## src/rtl/reg_xfer_sequencer.sv

```systemverilog
// reg_xfer_sequencer
// Register-level transfer sequencer for a general register file and its bus
// multiplexer. It runs one command at a time, either a register MOVE or a
// three-step ALU operation Rc = Ra op Rb through the Y/Z holding registers.
// It emits one-hot bus-source and write-enable strobes plus the Y/Z/ALU
// controls.
//
// Ports
//   i_clock       single clock, rising edge
//   i_clear       synchronous active-high reset
//   i_start       command request, sampled only in IDLE
//   i_cmd         00 NOP, 01 MOVE, 10 ALU, 11 reserved
//   i_ra/i_rb/i_rc source A, source B and destination register indices
//   i_op_in       ALU opcode
//   o_busy        command in progress
//   o_done        one-cycle completion pulse
//   o_cmd_err     one-cycle pulse for the reserved command
//   o_r_out       one-hot bus source select
//   o_r_in        one-hot register write enable
//   o_y_in        load Y from the bus
//   o_z_in        load Z from the ALU result
//   o_z_low_out   Z low word drives the bus
//   o_alu_op      opcode presented to the ALU, zero outside AL_B
//
// State   | meaning
// --------+--------------------------------------------
// IDLE    | waiting for start, all outputs low
// MV      | Ra drives the bus, Rc loads from the bus
// AL_A    | Ra drives the bus, Y loads
// AL_B    | Rb drives the bus, ALU runs, Z loads
// AL_C    | Z low word drives the bus, Rc loads
// DONE    | completion pulse, cmd_err for reserved command
module reg_xfer_sequencer #(
    parameter int NUM_REGS = 16,
    parameter int IDX_W    = 4,
    parameter int OP_W     = 4
) (
    input  logic                i_clock,
    input  logic                i_clear,
    input  logic                i_start,
    input  logic [1:0]          i_cmd,
    input  logic [IDX_W-1:0]    i_ra,
    input  logic [IDX_W-1:0]    i_rb,
    input  logic [IDX_W-1:0]    i_rc,
    input  logic [OP_W-1:0]     i_op_in,
    output logic                o_busy,
    output logic                o_done,
    output logic                o_cmd_err,
    output logic [NUM_REGS-1:0] o_r_out,
    output logic [NUM_REGS-1:0] o_r_in,
    output logic                o_y_in,
    output logic                o_z_in,
    output logic                o_z_low_out,
    output logic [OP_W-1:0]     o_alu_op
);

    typedef enum logic [2:0] {
        S_IDLE,
        S_MV,
        S_AL_A,
        S_AL_B,
        S_AL_C,
        S_DONE
    } state_t;

    state_t r_state, w_state_nxt;

    logic [1:0]       r_cmd, w_cmd_nxt;
    logic [IDX_W-1:0] r_ra, w_ra_nxt;
    logic [IDX_W-1:0] r_rb, w_rb_nxt;
    logic [IDX_W-1:0] r_rc, w_rc_nxt;
    logic [OP_W-1:0]  r_op, w_op_nxt;

    logic                r_busy, w_busy_nxt;
    logic                r_done, w_done_nxt;
    logic                r_cmd_err, w_cmd_err_nxt;
    logic [NUM_REGS-1:0] r_r_out, w_r_out_nxt;
    logic [NUM_REGS-1:0] r_r_in, w_r_in_nxt;
    logic                r_y_in, w_y_in_nxt;
    logic                r_z_in, w_z_in_nxt;
    logic                r_z_low_out, w_z_low_out_nxt;
    logic [OP_W-1:0]     r_alu_op, w_alu_op_nxt;

    // Out-of-range indices match no bit and give an all-zero strobe.
    function automatic logic [NUM_REGS-1:0] f_onehot(input logic [IDX_W-1:0] idx);
        logic [NUM_REGS-1:0] v;
        v = '0;
        for (int i = 0; i < NUM_REGS; i++) begin
            if (int'(idx) == i) begin
                v[i] = 1'b1;
            end
        end
        return v;
    endfunction

    always_comb begin
        w_state_nxt     = r_state;
        w_cmd_nxt       = r_cmd;
        w_ra_nxt        = r_ra;
        w_rb_nxt        = r_rb;
        w_rc_nxt        = r_rc;
        w_op_nxt        = r_op;
        w_busy_nxt      = 1'b0;
        w_done_nxt      = 1'b0;
        w_cmd_err_nxt   = 1'b0;
        w_r_out_nxt     = '0;
        w_r_in_nxt      = '0;
        w_y_in_nxt      = 1'b0;
        w_z_in_nxt      = 1'b0;
        w_z_low_out_nxt = 1'b0;
        w_alu_op_nxt    = '0;

        case (r_state)
            S_IDLE: begin
                if (i_start) begin
                    w_cmd_nxt = i_cmd;
                    w_ra_nxt  = i_ra;
                    w_rb_nxt  = i_rb;
                    w_rc_nxt  = i_rc;
                    w_op_nxt  = i_op_in;
                    case (i_cmd)
                        2'b01:   w_state_nxt = S_MV;
                        2'b10:   w_state_nxt = S_AL_A;
                        default: w_state_nxt = S_DONE;
                    endcase
                end
            end
            S_MV:    w_state_nxt = S_DONE;
            S_AL_A:  w_state_nxt = S_AL_B;
            S_AL_B:  w_state_nxt = S_AL_C;
            S_AL_C:  w_state_nxt = S_DONE;
            S_DONE:  w_state_nxt = S_IDLE;
            default: w_state_nxt = S_IDLE;
        endcase

        // Outputs are registered, so decode the state being entered; that
        // puts the strobes in the same cycle as the state they belong to.
        w_busy_nxt = (w_state_nxt != S_IDLE);
        case (w_state_nxt)
            S_MV: begin
                w_r_out_nxt = f_onehot(w_ra_nxt);
                w_r_in_nxt  = f_onehot(w_rc_nxt);
            end
            S_AL_A: begin
                w_r_out_nxt = f_onehot(w_ra_nxt);
                w_y_in_nxt  = 1'b1;
            end
            S_AL_B: begin
                w_r_out_nxt  = f_onehot(w_rb_nxt);
                w_z_in_nxt   = 1'b1;
                w_alu_op_nxt = w_op_nxt;
            end
            S_AL_C: begin
                w_z_low_out_nxt = 1'b1;
                w_r_in_nxt      = f_onehot(w_rc_nxt);
            end
            S_DONE: begin
                w_done_nxt    = 1'b1;
                w_cmd_err_nxt = (w_cmd_nxt == 2'b11);
            end
            default: ;
        endcase
    end

    always_ff @(posedge i_clock) begin
        if (i_clear) begin
            r_state     <= S_IDLE;
            r_cmd       <= '0;
            r_ra        <= '0;
            r_rb        <= '0;
            r_rc        <= '0;
            r_op        <= '0;
            r_busy      <= 1'b0;
            r_done      <= 1'b0;
            r_cmd_err   <= 1'b0;
            r_r_out     <= '0;
            r_r_in      <= '0;
            r_y_in      <= 1'b0;
            r_z_in      <= 1'b0;
            r_z_low_out <= 1'b0;
            r_alu_op    <= '0;
        end else begin
            r_state     <= w_state_nxt;
            r_cmd       <= w_cmd_nxt;
            r_ra        <= w_ra_nxt;
            r_rb        <= w_rb_nxt;
            r_rc        <= w_rc_nxt;
            r_op        <= w_op_nxt;
            r_busy      <= w_busy_nxt;
            r_done      <= w_done_nxt;
            r_cmd_err   <= w_cmd_err_nxt;
            r_r_out     <= w_r_out_nxt;
            r_r_in      <= w_r_in_nxt;
            r_y_in      <= w_y_in_nxt;
            r_z_in      <= w_z_in_nxt;
            r_z_low_out <= w_z_low_out_nxt;
            r_alu_op    <= w_alu_op_nxt;
        end
    end

    assign o_busy      = r_busy;
    assign o_done      = r_done;
    assign o_cmd_err   = r_cmd_err;
    assign o_r_out     = r_r_out;
    assign o_r_in      = r_r_in;
    assign o_y_in      = r_y_in;
    assign o_z_in      = r_z_in;
    assign o_z_low_out = r_z_low_out;
    assign o_alu_op    = r_alu_op;

endmodule

```

## config.mk

```make
export PLATFORM = sky130hd
export DESIGN_NAME = reg_xfer_sequencer
export DESIGN_NICKNAME = d
export VERILOG_FILES = /design/src/rtl/reg_xfer_sequencer.sv
export SDC_FILE = /design/constraint.sdc
export NUM_CORES = 1
export LEC_CHECK = 0
export ABC_CLOCK_PERIOD_IN_PS = 4800
export CORE_MARGIN = 10
export CORE_UTILIZATION = 45
export DETAILED_ROUTE_END_ITERATION = 12
export PLACE_DENSITY = 0.76
export SLEW_MARGIN = 20
export SYNTH_ARGS = -nofsm -noshare
export SYNTH_HDL_FRONTEND = slang
export SYNTH_SLANG_ARGS = --single-unit
```

## constraint.sdc

```tcl
create_clock -name i_clock -period 4.8 [get_ports i_clock]
set_input_delay 0.72 -clock i_clock [delete_from_list [all_inputs] [get_ports i_clock]]
set_output_delay 0.72 -clock i_clock [all_outputs]
set_load 0.01 [all_outputs]
```

Word level (Yosys, flattened, before mapping)

Cells that the tools add are included.

Flip-flop bits (word level): 63
Input port bits: 21
Output and inout port bits: 42
Logic and storage cells: 152

Equal/unequal tests: 57
Muxes and demuxes: 66
Bitwise logic cells: 3
Reduce and logical (&&, ||, !) cells: 11

Operator list:

| kind                 | count |
|---|---|
| $eq A4 B4 Y1 const B | 24 |
| $mux W1              | 52 |
| $eq A4 B3 Y1 const B | 12 |
| $mux W4              | 8 |
| $pmux W16 S2         | 1 |
| $eq A4 B2 Y1 const B | 6 |
| $eq A3 B2 Y1 const B | 4 |
| $eq A4 B1 Y1 const B | 3 |
| $logic_not A4 Y1     | 3 |
| $pmux W3 S4          | 1 |
| $reduce_or A2 Y1     | 6 |
| $eq A3 B3 Y1 const B | 3 |
| $eq A3 B1 Y1 const B | 2 |
| $pmux W3 S2          | 1 |
| $eq A2 B2 Y1 const B | 2 |
| $mux W2              | 2 |
| $logic_not A3 Y1     | 1 |
| $mux W3              | 1 |
| $not A1 Y1           | 3 |
| $reduce_bool A3 Y1   | 1 |
| $eq A2 B1 Y1 const B | 1 |

Depth between registers and ports, before layout

Gate-level depths: netlist of the first run.

Word-level depth: 8
Mapped depth: 7
Mapped depth without buffers: 6

Worst setup path after synthesis of the first run

No wires, ideal clock.

Path type: input to register
Start point: in i_cmd[0]
End point: reg r_r_out[1], in the netlist o_r_out[1]
Setup time: 138 ps
Arrival time: 2,158 ps
Data required time: 4,662 ps
Path slack: 2,505 ps
Stages: 7
Buffers on the path: 1
Cells stage by stage: inv_1 -> ha_1 -> nor4bb_1 -> o21ai_2 -> buf_2 -> mux2i_1 -> nor4_1

Word-level cells in the longest chain between the ends: 7
Elaborated cells on any way between the ends: 10
Classes of those cells: 5 x eq/ne; 4 x mux; 1 x reduce/logical

Ends and longest elaborated chain:

| what                                                | RTL line | source |
|---|---|---|
| start, declared                                     | 41       | `input logic [1:0] i_cmd,` |
| $eq A2 B2 Y1 / $eq A2 B1 Y1 (equally long branches) | 121      | `case (i_cmd)` |
| $pmux W3 S2 *                                       | 121      |  |
| $mux W3 *                                           | 115      | `if (i_start) begin` |
| $pmux W3 S4 *                                       | 113      | `case (r_state)` |
| $eq A3 B2 Y1 / $eq A3 B1 Y1 (equally long branches) | 139      | `case (w_state_nxt)` |
| $reduce_or A2 Y1 (no source line)                   | --       |  |
| $pmux W16 S2 *                                      | 139      |  |
| end signal, assigned                                | 192      | `r_r_out <= w_r_out_nxt;` |
| end, declared                                       | 77       | `logic [NUM_REGS-1:0] r_r_out, w_r_out_nxt;` |

Every way passes the cells marked *; elsewhere a longest branch is shown, timed or not.
A chain may end at the register's enable or synchronous reset.

Worst setup path after layout of the first run

Start point: in i_start
End point: reg r_r_out[2], in the netlist o_r_out[2]

Word-level cells in the longest chain between the ends: 5
Elaborated cells on any way between the ends: 15
Classes of those cells: 5 x eq/ne; 9 x mux; 1 x reduce/logical

Ends and longest elaborated chain:

| what                                                                | RTL line | source |
|---|---|---|
| start, declared                                                     | 40       | `input logic i_start,` |
| $mux W3 / $mux W4 (equally long branches)                           | 115      |  |
| $pmux W3 S4 / $mux W4 (equally long branches)                       | 113      |  |
| $eq A3 B2 Y1 (tied with other cells)                                | 139      |  |
| $reduce_or A2 Y1 (no source line) / $mux W1 (equally long branches) | --       |  |
| $pmux W16 S2 *                                                      | 139      |  |

Marked as above.

==> impl_metrics.env, run 1 <==
export IMPL_synthCells=280
export IMPL_holdWs_ns=0.460
export IMPL_wire_per_inst_um=15.0
export IMPL_leakagePower_nw=1.36
export IMPL_syn_num_nets=303
export IMPL_antenna_left=0
export IMPL_startpoint_type="primary input"
export IMPL_vias=2149
export IMPL_path_cells="clkdlybuf4s50_1, or4b_2, mux2i_1, mux2_2, nor4_1"
export IMPL_period_needed_ns=2.85
export IMPL_final_area_sq_um=3500
export IMPL_die_width_um=96.1
export IMPL_io_pins=63
export IMPL_cts_setup_buffers=0
export IMPL_cts_max_level=3
export IMPL_cp_slowest_cell="or4b_2"
export IMPL_setup_viol=0
export IMPL_drv_cap=0
export IMPL_vdd_drop_max_uv=212
export IMPL_post_cts_resized=0
export IMPL_path_clk_slew_ns=0.07
export IMPL_core_sq_um=5570
export IMPL_syn_area_per_cell_sq_um=9.31
export IMPL_numPortBuffers=62
export IMPL_cts_buffers=9
export IMPL_clk_latency_ns=0.34
export IMPL_hold_path_class="register to register"
export IMPL_grt_start_max_net_pins=32
export IMPL_place_area_sq_um=3260
export IMPL_cts_tree="built"
export IMPL_start_util=0.468
export IMPL_cts_root_buf="clkbuf_8"
export IMPL_cp_max_fo=31
export IMPL_drtIter0Drc=119
export IMPL_worstSetupPathType="primary input to register"
export IMPL_synth_mux_area_frac=0.111
export IMPL_area_growth_pct=34.4
export IMPL_die_y_um=96.1
export IMPL_worst_slack_ns=1.95
export IMPL_hold_viol=0
export IMPL_drt_pre_antenna_iters=4
export IMPL_synth_cell_type_count=42
export IMPL_final_cell_mix="dfxtp_1, clkdlybuf4s50_1, nor2_1"
export IMPL_arrival_ns=3.09
export IMPL_mostFrequentLayoutCell="dfxtp_1"
export IMPL_synth_top_family_by_area="simple AND/OR/NAND/NOR gates"
export IMPL_yosys_warnings=0
export IMPL_grt_pass1_wl_um=10100
export IMPL_drc_errors=0
export IMPL_synth_edf_count=0
export IMPL_routabilityCongestion=0.849
export IMPL_drive_gt1_frac=0.0896
export IMPL_yosysSeqAreaShare=0.484
export IMPL_cts_buffer_depth=2
export IMPL_grt_remaining_overflow=0
export IMPL_fin_cells=418
export IMPL_period_share=0.594
export IMPL_dp_cells=402
export IMPL_required_ns=5.04
export IMPL_end_kind="register"
export IMPL_dp_slack_ns=1.58
export IMPL_worst_pin_slew_ns=0.881
export IMPL_crit_path_max_incr_delay_ns=1.00
export IMPL_ys_flop_type="dfxtp_1"
export IMPL_synth_seq_cells=63
export IMPL_synth_top_area_cell="dfxtp_1"
export IMPL_clock_sinks=63
export IMPL_core_rowCount=27
export IMPL_antenna_found_initial=0
export IMPL_synthXorXnorAreaFrac=0.00336
export IMPL_cts_hold_buf=0
export IMPL_synth_compound_area_frac=0.0907
export IMPL_synthAdderAreaFrac=0.00960
export IMPL_diodes=0
export IMPL_fmax_mhz=351
export IMPL_power_density_nw_per_um2=380
export IMPL_num_nets_final=364
export IMPL_synthesis_area_sq_um=2610
export IMPL_rsz0062_at_grt="no"
export IMPL_synthArstFlopShare=0
export IMPL_setup_tns_ns=0
export IMPL_fin_skew_ns=0.00518
export IMPL_hpwl_um=4540
export IMPL_die_area_sq_um=9240
export IMPL_viasPerCell=5.14
export IMPL_relSlewSlack=0.411
export IMPL_finalWirelength_um=6280
export IMPL_yosysTopAreaCellShare=0.484
export IMPL_synth_area_leaders="dfxtp_1, mux2i_1, nor2_1"
export IMPL_grt_pass1_vias=2047
export IMPL_synth_simple_area_share=0.265
export IMPL_status="complete, no violations"
export IMPL_maxSlewViolCount=0
export IMPL_track_usage=0.139
-- metal layers --
layer	wire, um	part of all wire	track usage
met2	3000	0.48	0.218
met1	2760	0.44	0.171
met5	0	0	0
met3	409	0.065	0.0412
met4	104	0.017	0.0663
-- kinds of logic (layout without fill, tap and decap cells) --
group	Yosys count	in the layout
flip-flops	63	63
AO/OA/AOI/OAI	35	35
XOR/XNOR	1	1
AND/OR/NAND/NOR	132	132
adder cells (fa/ha/maj)	2	2
multiplexers	28	28
buffers and inverters	19	85
-- state kept, by name, indices dropped and copies added, names as in the netlist --
name	cells
r_ra	4
o_r_out	16
o_cmd_err	1
r_rb	4
r_cmd	2
o_z_in	1
r_rc	4
r_op	4
r_state	3
o_z_low_out	1
o_y_in	1
o_alu_op	4
o_r_in	16
o_busy	1
o_done	1
-- cell type report --
class,count,area (sq um)
multi-input cells,198,1250
repair buffers,64,636
clock inverters,7,121
clock buffers,9,124
well taps,72,90.1
flip-flops and latches,63,1260
inverters,5,18.8
fillers,465,2070
-- power breakdown --
part,switching [W],internal (W),leakage (nW)
clock network,0.000210,0.000346,0.123
registers,0.0000215,0.000544,0.511
logic,0.000117,0.0000920,0.728
-- per-stage QoR --
step | power [W] | utilization
after floorplan | 0.000724 | -
after global placement | 0.000784 | 0.584
after detailed placement | 0.000786 | 0.584
after CTS | 0.00134 | 0.628
after global routing | 0.00139 | 0.628
final | 0.00133 | 0.628
-- worst max-delay path, delay by kind of cell --
family | cells | cell delay, ns
and+or+nand+nor | 2 | 1.23
buffers and inverters | 1 | 0.60
muxes | 2 | 0.53
-- worst paths after layout --
path	from	cells after the start	endpoint	slack, ns
hold / removal	r_op[3]	2	r_op[3]	0.46
setup reg to reg	r_state[0]	4	o_r_out[2]	2.43
setup / recovery	i_start	5	o_r_out[2]	1.95
hold reg to reg	r_op[3]	2	r_op[3]	0.46
-- synthesized netlist by cell type (2+ instances only) --
library cell and instances:
nor2b_1 8, nor2_1 37, a21o_1 2, nor3b_1 5
buf_2 6, nand3_1 2, mux2i_1 23, mux2_2 4
or3_1 2, nand2b_1 14, nand2_1 31, inv_1 5
ha_1 2, o211ai_1 5, and3_1 2, clkbuf_1 6
nor4_1 18, a21oi_1 16, dfxtp_1 63, buf_6 2
nor3_1 4, a31oi_1 3
No activity file was read; power rests on OpenSTA's default activity.
==> inputs of run 2 (changes only) <==
--- a/config.mk
+++ b/config.mk
@@ -5,7 +5,7 @@
 export SDC_FILE = /design/constraint.sdc
 export NUM_CORES = 1
 export LEC_CHECK = 0
-export ABC_CLOCK_PERIOD_IN_PS = 4800
+export ABC_CLOCK_PERIOD_IN_PS = 2900
 export CORE_MARGIN = 10
 export CORE_UTILIZATION = 45
 export DETAILED_ROUTE_END_ITERATION = 12
==> constraint.sdc (replaced) <==
create_clock -name i_clock -period 2.9 [get_ports i_clock]
set_input_delay 0.435 -clock i_clock [delete_from_list [all_inputs] [get_ports i_clock]]
set_output_delay 0.435 -clock i_clock [all_outputs]
set_load 0.01 [all_outputs]
==> impl_metrics.env, run 2 (same netlist as run 1, synthesis figures left out) <==
export IMPL_relSlewSlack=0.551
export IMPL_grt_remaining_overflow=0
export IMPL_drv_cap=0
export IMPL_startpoint_type="primary input"
export IMPL_area_growth_pct=33.0
export IMPL_hold_path_class="register to register"
export IMPL_rsz0062_at_grt="no"
export IMPL_p_sw_frac=0.287
export IMPL_use_met1=0.172
export IMPL_worst_pin_slew_ns=0.673
export IMPL_setup_viol=0
export IMPL_end_kind="register"
export IMPL_fin_skew_ns=0.00678
export IMPL_cts_buffers=9
export IMPL_drc_errors=0
export IMPL_cts_root_buf="clkbuf_8"
export IMPL_use_met3=0.0607
export IMPL_drt_pre_antenna_iters=4
export IMPL_status="complete, no violations"
export IMPL_setup_tns_ns=0
export IMPL_start_util=0.468
export IMPL_p_int_w=0.00139
export IMPL_n_fill_cell=462
export IMPL_vdd_drop_max_uv=300
export IMPL_p_sw_w=0.000558
export IMPL_required_ns=3.15
export IMPL_met2_usage=0.217
export IMPL_track_usage=0.142
export IMPL_path_clk_slew_ns=0.07
export IMPL_cts_buffer_depth=2
export IMPL_diodes=0
export IMPL_clockPowerShare=0.334
export IMPL_mostFrequentLayoutCell="dfxtp_1"
export IMPL_utilization=0.622
export IMPL_arrival_ns=2.77
export IMPL_grt_start_max_net_pins=32
export IMPL_num_nets_final=370
export IMPL_final_cell_mix="dfxtp_1, clkdlybuf4s50_1, nor2_1"
export IMPL_grt_pass1_vias=2080
export IMPL_wire_per_inst_um=14.8
export IMPL_dp_cells=408
export IMPL_core_sq_um=5570
export IMPL_cts_tree="built"
export IMPL_cts_hold_buf=0
export IMPL_cts_setup_buffers=0
export IMPL_die_width_um=96.1
export IMPL_die_area_sq_um=9240
export IMPL_numPortBuffers=62
export IMPL_fin_cells=423
export IMPL_hold_viol=0
export IMPL_post_cts_resized=0
export IMPL_cts_max_level=3
export IMPL_multiInputGateArea_sq_um=1250
export IMPL_maxSlewViolCount=0
export IMPL_antenna_left=0
export IMPL_cp_max_fo=12
export IMPL_ff_latch_area_sq_um=1260
export IMPL_hpwl_um=4520
export IMPL_seqPwrFrac=0.481
export IMPL_die_y_um=96.1
export IMPL_clock_sinks=63
export IMPL_clk_latency_ns=0.34
export IMPL_grt_pass1_wl_um=10200
export IMPL_core_rowCount=27
export IMPL_leakagePower_nw=1.35
export IMPL_fmax_mhz=396
export IMPL_io_pins=63
export IMPL_viasPerCell=5.16
export IMPL_drtIter0Drc=121
export IMPL_drive_gt1_frac=0.0969
export IMPL_vias=2184
export IMPL_grt_busiest_layer="met2"
export IMPL_finalWirelength_um=6260
export IMPL_worstSetupPathType="primary input to register"
export IMPL_period_needed_ns=2.53
export IMPL_antenna_found_initial=0
export IMPL_combPwrFrac=0.186
export IMPL_finalPower_w=0.00195
export IMPL_routabilityCongestion=0.833
export IMPL_power_density_nw_per_um2=562
export IMPL_period_share=0.871
-- run 2: changes by cell type in the layout (fill, tap and decap cells not counted), moves of 2 or more --
cell       before  now
bufinv_16       3    0
buf_4           2    8
clkinv_4        3    0
clkinv_2        1    3
-- run 2: worst paths after layout --
| path | slack, ns | startpoint | depth (start not counted) | end |
|---|---|---|---|---|
| hold / removal | 0.46 | r_cmd[0] | 2 | r_cmd[0] |
| setup reg to reg | 0.83 | r_state[1] | 5 | o_r_out[2] |
| setup / recovery | 0.37 | i_cmd[0] | 7 | o_r_out[15] |
| hold reg to reg | 0.46 | r_cmd[0] | 2 | r_cmd[0] |
-- run 2: area by class of cell --
class                   instances  area share
well taps                      72      0.0260
clock inverters                 4     0.00650
multi-input cells             198       0.361
flip-flops and latches         63       0.364
repair buffers                 70       0.196
inverters                       5     0.00542
clock buffers                  11      0.0408
-- run 2: worst max-delay path, stage by stage --
cell and delay [ns]:
clkdlybuf4s50_1 0.50, inv_1 0.07, ha_1 0.35, nor4bb_1 0.48
o21ai_2 0.31, mux2_2 0.39, nor4_1 0.24
-- run 2: metrics by stage --
step	hold slack (ns)	cell area [sq um]	worst slack [ns]
CTS	0.460	3470	0.407
floorplan	0.434	2610	0.890
global placement	0.440	3300	0.120
finish	0.462	3470	0.374
global route	0.485	3470	0.159
detailed placement	0.450	3300	0.0556
-- run 2: power groups by stage --
stage	combinational (W)	sequential [W]	clock, W
6_report	0.000361	0.000935	0.000650
4_1_cts	0.000362	0.000935	0.000664
5_1_grt	0.000402	0.000941	0.000703
2_1_floorplan	0.000252	0.000946	0
3_3_place_gp	0.000354	0.000952	0
3_5_place_dp	0.000360	0.000954	0
-- run 2: metal layers --
| metal | part of all wire | vias to the layer above |
|---|---|---|
| li1 | - | 1103 |
| met1 | 0.42 | 1012 |
| met2 | 0.48 | 63 |
| met3 | 0.090 | 6 |
| met4 | 0.012 | 0 |
| met5 | 0 | - |
